**config.mk**
```make
export PLATFORM = sky130hd
export DESIGN_NAME = pattern_scheduler
export DESIGN_NICKNAME = d
export VERILOG_FILES = /design/src/rtl/pattern_pkg.sv /design/src/rtl/frame_tick_detect.sv /design/src/rtl/pattern_scheduler.sv
export SDC_FILE = /design/constraint.sdc
export NUM_CORES = 1
export LEC_CHECK = 0
export CORE_MARGIN = 8
export CORE_UTILIZATION = 48
export CTS_CLUSTER_SIZE = 8
export DETAILED_ROUTE_END_ITERATION = 16
export HOLD_SLACK_MARGIN = 0.08
export PLACE_DENSITY = 0.76
export SYNTH_ARGS = -nofsm -noshare
export SYNTH_HDL_FRONTEND = slang
export SYNTH_SLANG_ARGS = --single-unit
```
**constraint.sdc**
```tcl
create_clock -name clk -period 2.1 [get_ports clk]
set_clock_uncertainty 0.05 [all_clocks]
set_input_delay 0.42 -clock clk [delete_from_list [all_inputs] [get_ports clk]]
set_output_delay 0.42 -clock clk [all_outputs]
set_load 0.03 [all_outputs]
```
**src/rtl/pattern_pkg.sv**
```systemverilog
// Shared constants, state encoding and helpers for the VGA pattern playlist logic.
package pattern_pkg;

  localparam int unsigned NUM_PATTERNS = 3;
  localparam int unsigned SEL_W        = 2;
  localparam int unsigned FC_W         = 10;
  localparam int unsigned BC_W         = 8;
  localparam int unsigned STEP_W       = 3;

  localparam logic [SEL_W-1:0] PATTERN_CHECKERBOARD = 2'd0;
  localparam logic [SEL_W-1:0] PATTERN_RADIENT      = 2'd1;
  localparam logic [SEL_W-1:0] PATTERN_SPIRAL       = 2'd2;

  localparam int unsigned DWELL0_DEFAULT       = 240;
  localparam int unsigned DWELL1_DEFAULT       = 480;
  localparam int unsigned DWELL2_DEFAULT       = 360;
  localparam int unsigned BLANK_FRAMES_DEFAULT = 8;

  typedef enum logic {
    ST_RUN   = 1'b0,
    ST_BLANK = 1'b1
  } sched_state_e;

  // One-hot generator vector for a pattern index.
  function automatic logic [NUM_PATTERNS-1:0] sel_onehot(input logic [SEL_W-1:0] sel);
    return NUM_PATTERNS'(1) << sel;
  endfunction

endpackage

```
**src/rtl/frame_tick_detect.sv**
```systemverilog
// Frame tick from the rising edge of active-low vsync; one pixel-clock wide.
module frame_tick_detect (
  input  logic clk,
  input  logic rst,
  input  logic vsync_i,
  output logic tick_c_o
);

  logic vsync_q;

  // Resets high so no spurious tick follows reset.
  always_ff @(posedge clk or posedge rst) begin
    if (rst) vsync_q <= 1'b1;
    else     vsync_q <= vsync_i;
  end

  assign tick_c_o = vsync_i & ~vsync_q;

endmodule

```
**src/rtl/pattern_scheduler.sv**
```systemverilog
// Frame-synchronous playlist controller: dwell counting, blanking between patterns,
// per-frame animation strobes and generator reset pulses.
module pattern_scheduler
  import pattern_pkg::*;
#(
  parameter int unsigned DWELL0       = DWELL0_DEFAULT,
  parameter int unsigned DWELL1       = DWELL1_DEFAULT,
  parameter int unsigned DWELL2       = DWELL2_DEFAULT,
  parameter int unsigned BLANK_FRAMES = BLANK_FRAMES_DEFAULT
) (
  input  logic                    clk,
  input  logic                    rst,
  input  logic                    vsync_i,
  input  logic                    btn_next_i,
  input  logic                    btn_prev_i,
  input  logic                    btn_pause_i,
  input  logic                    btn_speed_i,
  output logic [SEL_W-1:0]        pattern_select_o,
  output logic [NUM_PATTERNS-1:0] anim_strobe_o,
  output logic [NUM_PATTERNS-1:0] gen_rst_o,
  output logic                    blank_o,
  output logic                    paused_o,
  output logic [STEP_W-1:0]       step_size_o,
  output logic [FC_W-1:0]         frame_count_o
);

  sched_state_e            state_q, state_d;
  logic [SEL_W-1:0]        sel_q, sel_d;
  logic [FC_W-1:0]         fc_q, fc_d;
  logic [BC_W-1:0]         bc_q, bc_d;
  logic                    blank_q, blank_d;
  logic                    paused_q, paused_d;
  logic [STEP_W-1:0]       step_q, step_d;
  logic [NUM_PATTERNS-1:0] strobe_q, strobe_d;
  logic [NUM_PATTERNS-1:0] grst_q, grst_d;

  logic             tick;
  logic [FC_W-1:0]  dwell_last;
  logic [SEL_W-1:0] sel_inc;
  logic [SEL_W-1:0] sel_dec;

  frame_tick_detect u_tick (
    .clk      (clk),
    .rst      (rst),
    .vsync_i  (vsync_i),
    .tick_c_o (tick)
  );

  // Last frame index of the current pattern's dwell.
  always_comb begin
    dwell_last = FC_W'(DWELL0 - 1);
    case (sel_q)
      PATTERN_CHECKERBOARD: dwell_last = FC_W'(DWELL0 - 1);
      PATTERN_RADIENT:      dwell_last = FC_W'(DWELL1 - 1);
      PATTERN_SPIRAL:       dwell_last = FC_W'(DWELL2 - 1);
      default:              dwell_last = FC_W'(DWELL0 - 1);
    endcase
  end

  assign sel_inc = (sel_q == SEL_W'(NUM_PATTERNS - 1)) ? '0 : sel_q + SEL_W'(1);
  assign sel_dec = (sel_q == '0) ? SEL_W'(NUM_PATTERNS - 1) : sel_q - SEL_W'(1);

  always_ff @(posedge clk or posedge rst) begin
    if (rst) begin
      state_q  <= ST_RUN;
      sel_q    <= PATTERN_CHECKERBOARD;
      fc_q     <= '0;
      bc_q     <= '0;
      blank_q  <= 1'b0;
      paused_q <= 1'b0;
      step_q   <= STEP_W'(1);
      strobe_q <= '0;
      grst_q   <= '0;
    end else begin
      state_q  <= state_d;
      sel_q    <= sel_d;
      fc_q     <= fc_d;
      bc_q     <= bc_d;
      blank_q  <= blank_d;
      paused_q <= paused_d;
      step_q   <= step_d;
      strobe_q <= strobe_d;
      grst_q   <= grst_d;
    end
  end

  // Buttons take priority over a coincident frame tick; next+prev together cancel.
  always_comb begin
    state_d  = state_q;
    sel_d    = sel_q;
    fc_d     = fc_q;
    bc_d     = bc_q;
    blank_d  = blank_q;
    paused_d = paused_q ^ btn_pause_i;
    step_d   = step_q;
    strobe_d = '0;
    grst_d   = '0;

    if (btn_speed_i) begin
      step_d = (step_q == STEP_W'(7)) ? STEP_W'(1) : step_q + STEP_W'(1);
    end

    if (btn_next_i ^ btn_prev_i) begin
      sel_d   = btn_next_i ? sel_inc : sel_dec;
      state_d = ST_BLANK;
      blank_d = 1'b1;
      fc_d    = '0;
      bc_d    = '0;
      grst_d  = sel_onehot(sel_d);
    end else if (tick) begin
      if (state_q == ST_BLANK) begin
        bc_d = bc_q + BC_W'(1);
        if (bc_q == BC_W'(BLANK_FRAMES - 1)) begin
          state_d = ST_RUN;
          blank_d = 1'b0;
          fc_d    = '0;
        end
      end else if (!paused_q) begin
        if (fc_q == dwell_last) begin
          sel_d   = sel_inc;
          state_d = ST_BLANK;
          blank_d = 1'b1;
          fc_d    = '0;
          bc_d    = '0;
          grst_d  = sel_onehot(sel_inc);
        end else begin
          fc_d     = fc_q + FC_W'(1);
          strobe_d = sel_onehot(sel_q);
        end
      end
    end
  end

  assign pattern_select_o = sel_q;
  assign anim_strobe_o    = strobe_q;
  assign gen_rst_o        = grst_q;
  assign blank_o          = blank_q;
  assign paused_o         = paused_q;
  assign step_size_o      = step_q;
  assign frame_count_o    = fc_q;

endmodule

```
==> results.json <==
{
  "antenna_found_initial": 0,
  "vias_per_cell": 5.74,
  "status": "finished, final reports clean",
  "cts_tree": "done",
  "slew_viol_final": 0,
  "drive_above_1_share": 0.224,
  "grt_pass1_vias": 1645,
  "fin_nets": 275,
  "cts.sinks": 33,
  "core_area_um2": 3880,
  "worst-path-buf-inv": 1,
  "cts-root-buf": "clkbuf_8",
  "holdBufCountCts": 0,
  "fillCellCount": 316,
  "grt_pass1_wl_um": 8120,
  "critPathMaxStageDelay_ns": 0.75,
  "fmax_mhz": 486,
  "gp_congestion": 0.871,
  "fin_crit_sh": 0.981,
  "hpwl_um": 3570,
  "grt.overflow.total": 0,
  "drc": 0,
  "cp_top_family": "buffers and inverters",
  "synth-seq-cells": 33,
  "fin_crit_ns": 2.06,
  "holdWs_ns": 0.332,
  "placed_cell_area_um2": 2440,
  "wl_per_cell_um": 16.2,
  "clkTransAtPathRegs_ns": 0.07,
  "cts_buffers": 5,
  "insertion_delay_ns": 0.28,
  "cts_max_path_buffers": 2,
  "drtPass1Iterations": 4,
  "worst_slew_pin_slew_ns": 0.434,
  "portBuffers": 29,
  "syn_inst": 195,
  "ant_nets": 0,
  "ir_drop_mv": 0.681,
  "vias": 1775,
  "p_leak_nw": 1.17,
  "crit_path_end_kind": "output pin",
  "crit_path_cell_trace": "clkdlybuf4s50_1",
  "dieArea_um2": 6200,
  "drt-initial-drc-count": 189,
  "row_count": 23,
  "syn_to_final_growth_pct": 38.3,
  "cap_violations": 0,
  "die_w_um": 78.7,
  "final_cell_area_um2": 2610,
  "pwr_density_cell_nw_per_um2": 868,
  "worst-setup-path-type": "flop to output pin",
  "ys_warn_count": 0,
  "grt_max_degree": 34,
  "avgSynthCellArea_um2": 9.69,
  "initial_utilization": 0.486,
  "rsz0062_at_grt": "true",
  "antenna_cells": 0,
  "cts_max_level": 2,
  "finalHoldViolCount": 0,
  "relSlewSlack": 0.710,
  "tns_ns": 0,
  "critPathRequiredTime_ns": 1.63,
  "yosysSeqAreaShare": 0.438,
  "postSynthNetCount": 212,
  "track_usage": 0.163,
  "die_y_um": 78.7,
  "critPathSlowestCell": "clkdlybuf4s50_1",
  "syn_area_um2": 1890,
  "setup-violations-final": 0,
  "hold_path_class": "input port to flop",
  "wirelength_um": 5020,
  "arrival_ns": 1.59,
  "startpoint_type": "flop",
  "cp_max_fo": 8,
  "io_pins": 30,
  "synthDistinctLibCells": 46
}
## metrics by stage
step                      setup slack, ns  cells  power, mW  utilization
after CTS                          0.0296    306       2.23        0.655
after global routing              -0.0503    309       2.39        0.673
after global placement             -0.169    298       1.68        0.629
final                              0.0403    309       2.27        0.673
after detailed placement           -0.238    298       1.69        0.629
after floorplan                    -0.227    195       1.32            -
## registers in the layout (all words and copies together) (netlist names)
name,count
anim_strobe_o,3
bc_q,8
blank_o,1
frame_count_o,10
gen_rst_o,3
pattern_select_o,2
paused_o,1
state_q,1
step_size_o,3
u_tick.vsync_q,1
## area by class of cell
type	instances	area (um^2)	area share
timing repair buffer	58	514	0.197
inverter	6	22.5	0.00862
clock buffer	7	96.3	0.0369
clock inverter	1	5.00	0.00191
tap	50	62.6	0.0239
multi-input combinational	154	1080	0.414
sequential	33	831	0.318
## repair_timing
| item | 4_1_cts | 5_1_grt |
|---|---|---|
| endpoints found under the setup margin | 0 | 11 |
| gates resized for setup | 0 | 9 |
| setup buffers | 0 | 3 |
## where the power goes
group | switching [mW] | internal (mW) | total (mW) | leakage (nW)
clock network | 0.234 | 0.296 | 0.530 | 0.0542
registers | 0.0567 | 0.726 | 0.782 | 0.429
logic | 0.523 | 0.432 | 0.955 | 0.691
total | 0.813 | 1.45 | 2.27 | 1.17
## layout by cell type, fill, tap and decap left out, types with 3 or more instances in the layout
cell type	Yosys	final
nand3_1	13	13
inv_1	6	5
clkdlybuf4s50_1	0	28
a21oi_1	12	12
nor2_1	15	15
nor3_1	4	4
a21o_1	6	6
nand3b_1	3	3
nand4_1	4	4
clkbuf_8	0	7
dfrtp_1	31	29
nand2_1	21	21
nand2b_1	5	5
o21ai_0	9	8
buf_4	0	28
and3_1	4	4
xor2_1	6	6
o21ai_1	2	3
o22ai_1	5	5
ha_1	10	9
## metal layers
| layer | track usage | wire length [um] | up-vias |
|---|---|---|---|
| met4 | 0.0685 | 116 | 0 |
| li1 | - | - | 839 |
| met3 | 0.0339 | 304 | 12 |
| met2 | 0.263 | 2520 | 70 |
| met1 | 0.207 | 2080 | 854 |
| met5 | 0 | 0 | - |
## kinds of logic after synthesis
group | share of synthesized area
compound gates | 0.179
xor+xnor | 0.0364
fa+ha+maj | 0.0662
buf+inv | 0.0159
flops | 0.438
mux | 0.0305
simple gates | 0.233
## final timing paths
check | start | to | slack, ns | cells past startpoint
hold / removal | vsync_i | u_tick.vsync_q | 0.33 | 2
max in group asynchronous | rst | u_tick.vsync_q | 1.17 | 3
setup / recovery | frame_count_o[7] | frame_count_o[7] | 0.04 | 1
setup reg to reg | pattern_select_o[0] | frame_count_o[4] | 0.05 | 7
min in group asynchronous | rst | frame_count_o[9] | 0.48 | 3
hold reg to reg | step_size_o[0] | step_size_o[0] | 0.46 | 2
## Yosys cell counts, drive strengths merged
master   count  share of area
a21oi       13          0.036
nand4b       1         0.0046
dfrtp       31           0.41
a21o         6          0.024
nor2        15          0.030
or2          1         0.0033
nand4bb      1         0.0060
o211ai       2         0.0079
nand3b       3          0.012
a22oi        2         0.0079
or4          1         0.0040
nand3       13          0.034
nor4         2         0.0066
o41ai        1         0.0046
xnor2        1         0.0086
nor3         4          0.011
or3b         1         0.0060
dfstp        2          0.028
clkbuf       2         0.0040
nand2       22          0.048
ha          10          0.066
or3          1         0.0033
nor2b        2         0.0066
mux2         3          0.020
nand4        4          0.013
o21ai       13          0.046
nand2b       5          0.017
o311ai       2         0.0093
inv          6          0.012
xor2         6          0.028
and4         1         0.0046
and2         1         0.0033
o31a         1         0.0046
and3         4          0.013
a31oi        1         0.0033
mux2i        2          0.011
a211oi       3          0.019
or4b         1         0.0073
o22ai        5          0.017
Note: power is estimated with default switching activity, not from simulation.
